File: config.mk
export PLATFORM = sky130hd
export DESIGN_NAME = p2s_stream
export DESIGN_NICKNAME = d
export VERILOG_FILES = /design/src/rtl/p2s_pkg.sv /design/src/rtl/p2s_tick.sv /design/src/rtl/p2s_stream.sv
export SDC_FILE = /design/constraint.sdc
export NUM_CORES = 1
export LEC_CHECK = 0
export ABC_AREA = 1
export CORE_MARGIN = 3
export CORE_UTILIZATION = 55
export DETAILED_ROUTE_END_ITERATION = 8
export PLACE_DENSITY = 0.83
export SETUP_SLACK_MARGIN = 0.1
export SLEW_MARGIN = 15
export SYNTH_ARGS = -nofsm -noshare
export SYNTH_HDL_FRONTEND = slang
export SYNTH_SLANG_ARGS = --single-unit
File: constraint.sdc
create_clock -name clk -period 2.78 [get_ports clk]
set_clock_uncertainty 0.2 [all_clocks]
set_input_delay 0.278 -clock clk [delete_from_list [all_inputs] [get_ports clk]]
set_output_delay 0.278 -clock clk [all_outputs]
set_load 0.05 [all_outputs]
File: src/rtl/p2s_pkg.sv
// Shared types and elaboration helpers for the p2s_stream serial frame transmitter.
package p2s_pkg;

    // Frame sequencer states.
    typedef enum logic [1:0] {
        ST_IDLE  = 2'd0,
        ST_CLEAR = 2'd1,
        ST_SHIFT = 2'd2,
        ST_LATCH = 2'd3
    } p2s_state_e;

    // Bit counter width: must hold 0..data_bits.
    function automatic int bit_cnt_width(input int data_bits);
        return $clog2(data_bits + 1);
    endfunction

    // Phase counter width: one full serial-clock period of 2*clk_div cycles.
    function automatic int div_cnt_width(input int clk_div);
        return (clk_div < 1) ? 1 : $clog2(2 * clk_div);
    endfunction

    // Parameter legality: a frame needs at least two bits and the divider at least one cycle.
    function automatic bit params_legal(input int data_bits, input int clk_div);
        return (data_bits >= 2) && (clk_div >= 1);
    endfunction

endpackage

File: src/rtl/p2s_tick.sv
// Serial-clock phase generator: counts one bit period of 2*CLK_DIV cycles and
// tells the sequencer where the next edge lands inside the bit.
module p2s_tick
    import p2s_pkg::*;
#(
    parameter int CLK_DIV = 2
) (
    input  logic clk,
    input  logic rst,
    input  logic en,
    input  logic clr,
    output logic bit_start,
    output logic s_clk_next,
    output logic half_end
);

    localparam int            CW       = div_cnt_width(CLK_DIV);
    localparam logic [CW-1:0] CNT_LAST = CW'(2 * CLK_DIV - 1);
    localparam logic [CW-1:0] CNT_HALF = CW'(CLK_DIV - 1);
    localparam logic [CW-1:0] CNT_ONE  = CW'(1);

    logic [CW-1:0] cnt_r;

    // Phase counter: wraps every bit period, cleared on every sequencer state change.
    always_ff @(posedge clk or posedge rst) begin
        if (rst) begin
            cnt_r <= '0;
        end else if (clr) begin
            cnt_r <= '0;
        end else if (en) begin
            if (cnt_r == CNT_LAST) begin
                cnt_r <= '0;
            end else begin
                cnt_r <= cnt_r + CNT_ONE;
            end
        end else begin
            cnt_r <= cnt_r;
        end
    end

    // The coming edge starts a new bit when the period is exhausted.
    assign bit_start  = (cnt_r == CNT_LAST);
    // s_clk is high for counts CLK_DIV..2*CLK_DIV-1, so look one count ahead.
    assign s_clk_next = (cnt_r >= CNT_HALF) && (cnt_r != CNT_LAST);
    // End of a CLK_DIV-long phase (used by CLEAR and LATCH).
    assign half_end   = (cnt_r == CNT_HALF);

endmodule

File: src/rtl/p2s_stream.sv
// Parallel-to-serial frame transmitter for chained 74HC164/595-style boards:
// optional chain clear, divided serial clock, MSB/LSB-first data, latch strobe.
module p2s_stream
    import p2s_pkg::*;
#(
    parameter int DATA_BITS   = 16,
    parameter int MSB_FIRST   = 1,
    parameter int CLK_DIV     = 2,
    parameter int CLEAR_FIRST = 1
) (
    input  logic                 clk,
    input  logic                 rst,
    input  logic                 start,
    input  logic [DATA_BITS-1:0] pdata,
    output logic                 ready,
    output logic                 done,
    output logic                 s_clk,
    output logic                 s_dat,
    output logic                 s_clrn,
    output logic                 s_latch
);

    localparam int            BW       = bit_cnt_width(DATA_BITS);
    localparam logic [BW-1:0] BIT_LAST = BW'(DATA_BITS - 1);
    localparam logic [BW-1:0] BIT_ONE  = BW'(1);

    if (!params_legal(DATA_BITS, CLK_DIV)) begin : g_bad_params
        $error("p2s_stream: DATA_BITS must be >= 2 and CLK_DIV >= 1");
    end

    p2s_state_e           state_r;
    p2s_state_e           state_s;
    logic [DATA_BITS-1:0] sh_r;
    logic [DATA_BITS-1:0] sh_s;
    logic [BW-1:0]        bit_cnt_r;
    logic [BW-1:0]        bit_cnt_s;
    logic                 accept_s;
    logic                 head_s;

    logic                 bit_start_s;
    logic                 s_clk_next_s;
    logic                 half_end_s;
    logic                 tick_en_s;
    logic                 tick_clr_s;

    logic                 ready_r,   ready_s;
    logic                 done_r,    done_s;
    logic                 s_clk_r,   s_clk_s;
    logic                 s_dat_r,   s_dat_s;
    logic                 s_clrn_r,  s_clrn_s;
    logic                 s_latch_r, s_latch_s;

    assign accept_s   = start && ready_r && (state_r == ST_IDLE);
    assign tick_en_s  = (state_r != ST_IDLE);
    assign tick_clr_s = (state_s != state_r) || (state_r == ST_IDLE);

    p2s_tick #(
        .CLK_DIV (CLK_DIV)
    ) u_tick (
        .clk        (clk),
        .rst        (rst),
        .en         (tick_en_s),
        .clr        (tick_clr_s),
        .bit_start  (bit_start_s),
        .s_clk_next (s_clk_next_s),
        .half_end   (half_end_s)
    );

    // Sequencer state register.
    always_ff @(posedge clk or posedge rst) begin
        if (rst) begin
            state_r <= ST_IDLE;
        end else begin
            state_r <= state_s;
        end
    end

    // Sequencer next-state logic.
    always_comb begin
        state_s = state_r;
        case (state_r)
            ST_IDLE: begin
                if (accept_s) begin
                    state_s = (CLEAR_FIRST != 0) ? ST_CLEAR : ST_SHIFT;
                end else begin
                    state_s = ST_IDLE;
                end
            end
            ST_CLEAR: begin
                if (half_end_s) begin
                    state_s = ST_SHIFT;
                end else begin
                    state_s = ST_CLEAR;
                end
            end
            ST_SHIFT: begin
                if (bit_start_s && (bit_cnt_r == BIT_LAST)) begin
                    state_s = ST_LATCH;
                end else begin
                    state_s = ST_SHIFT;
                end
            end
            ST_LATCH: begin
                if (half_end_s) begin
                    state_s = ST_IDLE;
                end else begin
                    state_s = ST_LATCH;
                end
            end
            default: begin
                state_s = ST_IDLE;
            end
        endcase
    end

    // Shift register and bit counter next values; the word is captured only on acceptance.
    always_comb begin
        sh_s      = sh_r;
        bit_cnt_s = bit_cnt_r;
        if (accept_s) begin
            sh_s      = pdata;
            bit_cnt_s = '0;
        end else if ((state_r == ST_SHIFT) && bit_start_s && (bit_cnt_r != BIT_LAST)) begin
            if (MSB_FIRST != 0) begin
                sh_s = {sh_r[DATA_BITS-2:0], 1'b0};
            end else begin
                sh_s = {1'b0, sh_r[DATA_BITS-1:1]};
            end
            bit_cnt_s = bit_cnt_r + BIT_ONE;
        end else begin
            sh_s      = sh_r;
            bit_cnt_s = bit_cnt_r;
        end
        head_s = (MSB_FIRST != 0) ? sh_s[DATA_BITS-1] : sh_s[0];
    end

    // Shift register and bit counter storage.
    always_ff @(posedge clk or posedge rst) begin
        if (rst) begin
            sh_r      <= '0;
            bit_cnt_r <= '0;
        end else begin
            sh_r      <= sh_s;
            bit_cnt_r <= bit_cnt_s;
        end
    end

    // Output values for the coming edge, derived from the state being entered.
    always_comb begin
        ready_s   = (state_s == ST_IDLE);
        done_s    = (state_r == ST_LATCH) && (state_s == ST_IDLE);
        s_clk_s   = (state_r == ST_SHIFT) && (state_s == ST_SHIFT) && s_clk_next_s;
        s_clrn_s  = (state_s != ST_CLEAR);
        s_latch_s = (state_s == ST_LATCH);
        if (state_s == ST_SHIFT) begin
            if ((state_r != ST_SHIFT) || bit_start_s) begin
                s_dat_s = head_s;
            end else begin
                s_dat_s = s_dat_r;
            end
        end else begin
            s_dat_s = 1'b0;
        end
    end

    // Output registers: every pin is driven straight from a flop.
    always_ff @(posedge clk or posedge rst) begin
        if (rst) begin
            ready_r   <= 1'b1;
            done_r    <= 1'b0;
            s_clk_r   <= 1'b0;
            s_dat_r   <= 1'b0;
            s_clrn_r  <= 1'b1;
            s_latch_r <= 1'b0;
        end else begin
            ready_r   <= ready_s;
            done_r    <= done_s;
            s_clk_r   <= s_clk_s;
            s_dat_r   <= s_dat_s;
            s_clrn_r  <= s_clrn_s;
            s_latch_r <= s_latch_s;
        end
    end

    assign ready   = ready_r;
    assign done    = done_r;
    assign s_clk   = s_clk_r;
    assign s_dat   = s_dat_r;
    assign s_clrn  = s_clrn_r;
    assign s_latch = s_latch_r;

endmodule

== Word-level counts from Yosys, hierarchy flattened ==
Cells that the tools add are included.

* Equal/unequal tests: 14
* Add/sub/neg operators: 2
* Magnitude comparators: 1
* Reduce and logical (&&, ||, !) cells: 16
* Multiplexer cells: 14

{| class="wikitable"
|+ Operator list
! operator !! count
|-
| 16-bit two-way mux || 2
|-
| 2-bit == test (second input constant) || 5
|-
| 2-bit two-way mux || 5
|-
| 5-bit two-way mux || 2
|-
| 1-bit logical AND || 9
|-
| 2-bit one-hot mux with 4 select lines || 1
|-
| 2-bit nonzero test || 3
|-
| 5-bit by 1-bit adder with 5-bit output (second input constant) || 1
|-
| 5-bit by 4-bit == test with 1-bit output (second input constant) || 1
|-
| 5-bit by 4-bit != test with 1-bit output (second input constant) || 1
|-
| 2-bit by 1-bit == test with 1-bit output (second input constant) || 2
|-
| 2-bit zero test || 2
|-
| 1-bit two-way mux || 4
|-
| 2-bit by 1-bit != test with 1-bit output (second input constant) || 2
|-
| 2-bit != test (second input constant) || 2
|-
| 2-bit by 1-bit adder with 2-bit output (second input constant) || 1
|-
| 2-bit by 1-bit >= comparator with 1-bit output (second input constant) || 1
|-
| 1-bit logical OR || 2
|-
| 2-bit != test || 1
|}

* Word-level logic and storage cells: 58
* Input bits: 19
* Register bits: 31

== Longest topological paths before layout ==
* Word-level depth: 7
* Depth in mapped cells: 12
* Depth with buffers taken out: 11

== By module ==
From an unflattened synthesis, not the netlist that was laid out.

* Cell total of the unflattened synthesis: 168
* Area, all modules: 1492.7 um^2

{| class="wikitable"
|+ Modules (own cells, without submodules)
! module !! instances !! cells an instance !! area an instance (um^2)
|-
| p2s_stream || 1 || 152 || 1367.6
|-
| p2s_tick || 1 || 16 || 125.1
|}

== Least setup slack after synthesis ==
No wires, ideal clock.

* Path type: flip-flop to flip-flop
* Start: register bit_cnt_r[0]
* End: register bit_cnt_r[1]
* Library setup time: 0.121 ns
* Arrival time: 1.510 ns
* Clock period less this slack: 1.831 ns
* Setup slack: 0.949 ns
* Path buffers: 1
* Cell stages (with the launch flop): 11
* Cell sequence: dfrtp_1 > ha_1 > inv_1 > nor3_1 > ha_1 > inv_1 > nand3_4 > nand2_4 > inv_2 > buf_6 > a22o_1

* Longest elaborated chain between the ends: 3
* Elaborated cells between the ends (all ways): 6
* Classes of those cells: 1 x add/sub; 1 x eq/ne; 2 x mux; 2 x reduce/logical

{| class="wikitable"
|+ RTL lines
! what !! line !! text
|-
| start: declaration || p2s_stream.sv:35 || <nowiki>logic [BW-1:0] bit_cnt_r;</nowiki>
|-
| start signal: assignment || p2s_stream.sv:144 || <nowiki>bit_cnt_r <= bit_cnt_s;</nowiki>
|-
| 5-bit by 1-bit adder with 5-bit output or 5-bit by 4-bit != test with 1-bit output (tied branches) || p2s_stream.sv:129, p2s_stream.sv:123 ||
|-
| 5-bit two-way mux or 1-bit logical AND (tied branches) || p2s_stream.sv:123 || <nowiki>end else if ((state_r == ST_SHIFT) && bit_start_s && (bit_cnt_r != BIT_LAST)) begin</nowiki>
|-
| 5-bit two-way mux or 2-bit nonzero test (tied branches) || -- ||
|}

Several ways; a longest one is shown, not always the timed one. The select of a mux whose other input is x is not followed.
A chain may end at the register's enable or synchronous reset.

== Worst setup path after layout ==
* Start: register ready_r, in the netlist ready
* End: output port ready

{| class="wikitable"
|+ RTL lines
! what !! line !! text
|-
| start: declaration || p2s_stream.sv:46 || <nowiki>logic ready_r, ready_s;</nowiki>
|-
| start signal: assignment || p2s_stream.sv:176 || <nowiki>ready_r <= ready_s;</nowiki>
|-
| end: declaration || p2s_stream.sv:15 || <nowiki>output logic ready,</nowiki>
|}

No word-level cell between the ends.

==> results.yml <==
cts:
  clk_pin_slew_worst_paths_ns: 0.10
  ctsResizeCount: 0
  cts_root_buf: "clkbuf_4"
  postCtsHoldBufs: 0
  htreeDepth: 2
  cts_setup_buffers: 0
  clock-sinks: 31
  clock_path_buffers: 2
  cts-buffers-inserted: 5
  clk_latency_ns: 0.33
  cts_tree: "done"
setup_path:
  cp-start-kind: "register"
  cp-end-kind: "output port"
  r2r-end: "sh_r[4]"
  crit_buf_inv: 1
  cpPeakStageDelay_ns: 0.79
  r2r_cells: 10
  path_delay_family: "buffers and inverters"
  r2r_slack_ns: 0.71
  cp_max_fo: 2
  crit_arrival_ns: 1.64
  path_class: "register to output port"
  crit_required_ns: 2.30
  r2r-start: "bit_cnt_r[0]"
  crit_path_cell_trace: "clkdlybuf4s50_1"
  slowest_stage: "clkdlybuf4s50_1"
finish:
  syn2layout_area_growth_pct: 22.07
  fillers: 168
  nets: 206
  drive_gt1_share_pct: 9.239
  layoutNonFillerInstCount: 212
  ff_latch_area_um2: 778.2
  multi_input_area_um2: 525.5
  design_area_um2: 1730
  diodes: 0
logic_synthesis:
  synth_area_um2: 1418
  synth-warning-count: 0
  syn_nets: 178
  synth_area_leaders: "dfrtp_1 (51%), nand2_1 (11%), nand3_1 (5.3%)"
  yosys.area.top_type: "dfrtp_1"
  synth_seq_cells: 31
  seq_area_frac_synth_pct: 54.90
  synth_top_cell_area_share_pct: 51.19
  synthCells: 155
  avgSynthCellArea_um2: 9.146
  synth.distinct_cells: 22
detailed_routing:
  vias: 1108
  wl_um: 2700
  dr.first_iter.drc_count: 44
  ant_nets: 0
  drc: 0
  drt_first_pass_iters: 4
  wl_per_cell_um: 12.74
  via_per_inst: 5.226
placement:
  dpl.hpwl_um: 1976
  dpl_cell_area_um2: 1662
  place_inst: 204
  port_buffers: 24
  gp_congestion: 0.8371
grt:
  grt_pass1_wl_um: 4602
  gr-total-overflow: 0
  antenna_found_initial: 0
  grt_pass1_vias: 1087
  grt_max_degree: 32
  grt_usage_pct: 18.82
min_path:
  holdCritPathClass: "primary input to async pin"
sta:
  clock.fmax_mhz: 471.5
  finalSetupViolCount: 0
  fin_tns_setup_ns: 0
  hold_ws_ns: 0.1337
  hold_viol_final: 0
  rsz0062_at_grt: "false"
  period_needed_ns: 2.121
  slew_violations: 0
  min_period_over_period_pct: 76.29
  tightest_slew_ns: 0.4944
  timing.slew.headroom_pct: 66.94
pwr:
  ir_drop_v: 0.0004195
  internal-power_w: 0.0006223
  power.density_nw_per_um2: 450.5
  p_comb_share_pct: 4.4
  p_sw_w: 0.0001573
  clkPwrFrac_pct: 37.7
  switching_share_pct: 20.18
  pwr-share-seq_pct: 57.8
  leakagePower_nw: 0.8856
die:
  rows: 17
  dieArea_um2: 3223
  coreArea_um2: 2318
  fp.dieH_um: 56.77
  start_util_pct: 61.14
  boundaryPins: 25
  die_w_um: 56.77
outcome:
  outcome: "complete, no violations"
flow_run:
  drv_cap: 0
==> cells in the final DEF, fill, tap and decap left out, types with 3 or more instances in the layout <==
cell type        synthesis  layout
nor3_1                   3       3
inv_2                    3       3
inv_1                   17      17
nand4_1                  4       4
nor2_1                  12      12
clkdlybuf4s50_1          0      24
ha_1                     4       4
o211ai_1                 5       5
nand3_1                 15      15
nand2_1                 42      42
dfrtp_1                 29      29
o22ai_1                  3       3
clkbuf_4                 0       5
==> metal layers <==
layer,GRT usage (%),share of wire (%),vias to the layer above
met5,0,0,-
met2,28.05,47,30
met1,23.63,45,516
li1,-,-,555
met4,8.940,2.0,0
met3,7.816,5.4,7
==> kinds of logic after synthesis <==
group	Yosys count	share of synthesized area [%]
and+or+nand+nor	80	25.68
DFF	31	54.90
buffers and inverters	24	8.031
AOI/OAI and AO/OA	14	6.620
adders and majority gates	4	3.531
xor gates and xnor gates	2	1.236
==> through the flow <==
step	setup slack (ns)	util (%)	total power [W]
4_1_cts	0.6411	74.64	0.0007868
3_5_place_dp	0.7298	71.67	0.0004947
5_1_grt	0.5169	74.64	0.0008164
3_3_place_gp	0.8590	71.67	0.0004943
2_1_floorplan	0.9491	-	0.0004662
6_report	0.6591	74.64	0.0007796
==> area by class of cell <==
class / instances / area share, %
Inverter: 20 / 4.338
Timing Repair Buffer: 25 / 14.32
Tap cell: 28 / 2.025
Sequential cell: 31 / 44.97
Multi-Input combinational cell: 100 / 30.37
Clock buffer: 8 / 3.977
==> worst max path at each step <==
stage,end,slack (ns),from,cells after the start
finish,ready,0.66,ready,1
global route,sh_r[4],0.52,bit_cnt_r[0],10
CTS,ready,0.64,ready,1
detailed placement,sh_r[4],0.73,bit_cnt_r[0],10
global placement,bit_cnt_r[1],0.86,bit_cnt_r[0],9
floorplan,bit_cnt_r[1],0.95,bit_cnt_r[0],10
==> sequential cells by signal (all words and copies together) (netlist names), 2 cells and up <==
name and count:
u_tick.cnt_r 2, bit_cnt_r 5, state_r 2, sh_r 16
==> power by group through the flow <==
stage                     Clock [W]  Combinational, W  Sequential (W)
after global routing       0.000328         0.0000378        0.000451
after CTS                  0.000301         0.0000354        0.000451
after global placement            0         0.0000349        0.000459
after detailed placement          0         0.0000353        0.000459
final                      0.000294         0.0000347        0.000451
after floorplan                   0        0.00000666        0.000459
==> synthesized netlist by cell type, drive strengths merged <==
master / n
a21oi: 2
a22o: 2
buf: 4
dfrtp: 29
dfstp: 2
ha: 4
inv: 20
nand2: 44
nand3: 16
nand4: 4
nor2: 13
nor3: 3
o211ai: 5
o21ai: 2
o22ai: 3
xor2: 2
No activity file was read; power rests on OpenSTA's default activity.
==> variant (same flow settings) <==
Change the parameter `DATA_BITS` from 16 to 32.
--- a/src/rtl/p2s_stream.sv
+++ b/src/rtl/p2s_stream.sv
@@ -5,3 +5,3 @@
 #(
-    parameter int DATA_BITS   = 16,
+    parameter int DATA_BITS   = 32,
     parameter int MSB_FIRST   = 1,
Interface: changed (resized pdata); port bits go from 25 to 41. No check against the original RTL was run, so the function may have changed too.
==> variant against the original RTL <==
- count of clock-buffer cells in the layout is 2 lower
- sequential cell count is 17 higher
- area after synthesis is 70% higher
- fmax is 0.85% lower
- register-to-register slack worse by 20 ps
- highest routed layer unchanged
- worst setup slack worse by 18 ps
- largest cell class unchanged
- total power is 60% higher
- wire length is 58% higher
- design area is 68% higher
- critical path depth stayed put
==> variant: results (changes against the original RTL) <==
* Status: complete, no violations (unchanged)
* Post-Route WL at 4260 µm (was 2700 µm)
* Vias in the first global route at 1752 (was 1087)
* GPL Wtd Cong at 0.758 (was 0.837)
* Post-DP HPWL at 3020 µm (was 1980 µm)
* Switch Pwr at 0.241 mW (was 0.157 mW)
* DRT iter0 DRCs at 132 (was 44)
* Area share of xor/xnor cells in the synthesized design at 0 (was 0.0124)
* Final cell count without fillers at 322 (was 212)
* Met3 Wirelength at 267 µm (was 147 µm)
* Biggest regs: sh_r (32), bit_cnt_r (6) (was sh_r (16), bit_cnt_r (5))
* Largest net degree at the start of global routing at 49 (was 32)
* Dpl cells at 314 (was 204)
* Total track usage at 0.183 (was 0.188)
* Sequential share of power at 0.559 (was 0.578)
* Logic inverters at 46 (was 20)
* Cells on worst reg2reg path at 8 (was 10)
* Worst Setup EP: ready (unchanged)
* DP Worst Slack at 699 ps (was 730 ps)
* Crit path DAT at 1660 ps (was 1640 ps)
* Adder-cell share of the synthesized area at 0.0156 (was 0.0353)
* CP peak stage delay at 810 ps (was 790 ps)
* Post-CTS Setup Bufs at 0 (unchanged)
* Syn nets at 270 (was 178)
* Clock buffers at 6 (was 8)
* RR Endpoint: bit_cnt_r[5] (was sh_r[4])
* Flop2flop setup slack at 690 ps (was 710 ps)
* Layout cells sized above 1 at 0.188 (was 0.0924)
* Seq/Total Area, Yosys at 0.499 (was 0.549)
* Yosys cell types at 27 (was 22)
* Compound-Gate Fraction of Synth Area at 0.200 (was 0.0662)
* Non-CTS buffers at 41 (was 25)
* FF/Latch Area at 0.00120 mm² (was 778 µm²)
* Clk_lat worst skew at 300 ps (was 330 ps)
* Slew HR at 0.611 (was 0.669)
* Layout clock area frac at 0.0370 (was 0.0398)
* Met2 WL post-DR at 2010 µm (was 1280 µm)
* Met1 WL at 1900 µm (was 1220 µm)
* IO Port Bufs at 40 (was 24)
* Placed cell area at 0.00280 mm² (was 0.00166 mm²)
* Global-route wire length before repair at 7520 µm (was 4600 µm)
* Num sequential at 48 (was 31)
* Met1 Usage GRT at 0.238 (was 0.236)
* GR Util met2 at 0.294 (was 0.281)
* Cell area after layout at 0.00291 mm² (was 0.00173 mm²)
* Fillers at 304 (was 168)
* Vias at 1710 (was 1108)
* Avg Inst Size Synth at 10.4 µm² (was 9.15 µm²)
* Net Sw Frac at 0.193 (was 0.202)
* Root Driver: clkbuf_8 (was clkbuf_4)
* Top cells by count, synth: 54 x nand2_1, 46 x dfrtp_1, 44 x inv_1 (was 42 x nand2_1, 29 x dfrtp_1, 17 x inv_1)
* Met3 Track Usage GR at 0.0443 (was 0.0782)
* Layout area overhead at 20.5% (was 22.1%)
* WHS at 228 ps (was 134 ps)
* Min Tclk post-route at 2140 ps (was 2120 ps)
* Comb_multi_in at 129 (was 100)
* Leak pwr at 1.28 nW (was 0.886 nW)
* NonClk Buf Share at 0.140 (was 0.143)
==> variant: cell count changes in the layout (fill, tap and decap cells not counted), moves of 4 or more <==
| cell | unedited run | this run |
|---|---|---|
| nand2_1 | 42 | 54 |
| clkbuf_4 | 5 | 0 |
| dfrtp_1 | 29 | 46 |
| nand3_1 | 15 | 10 |
| clkdlybuf4s50_1 | 24 | 40 |
| o211ai_1 | 5 | 0 |
| inv_1 | 17 | 43 |
| o221ai_2 | 0 | 26 |
| o221ai_1 | 0 | 4 |
==> variant: worst min path at each step <==
stage | startpoint | to | cells after the start
3_3_place_gp | u_tick.cnt_r[0] | u_tick.cnt_r[0] | 1
5_1_grt | rst | sh_r[2] | 3
2_1_floorplan | pdata[0] | sh_r[0] | 2
6_report | rst | sh_r[2] | 3
4_1_cts | rst | sh_r[2] | 3
3_5_place_dp | u_tick.cnt_r[0] | u_tick.cnt_r[0] | 1
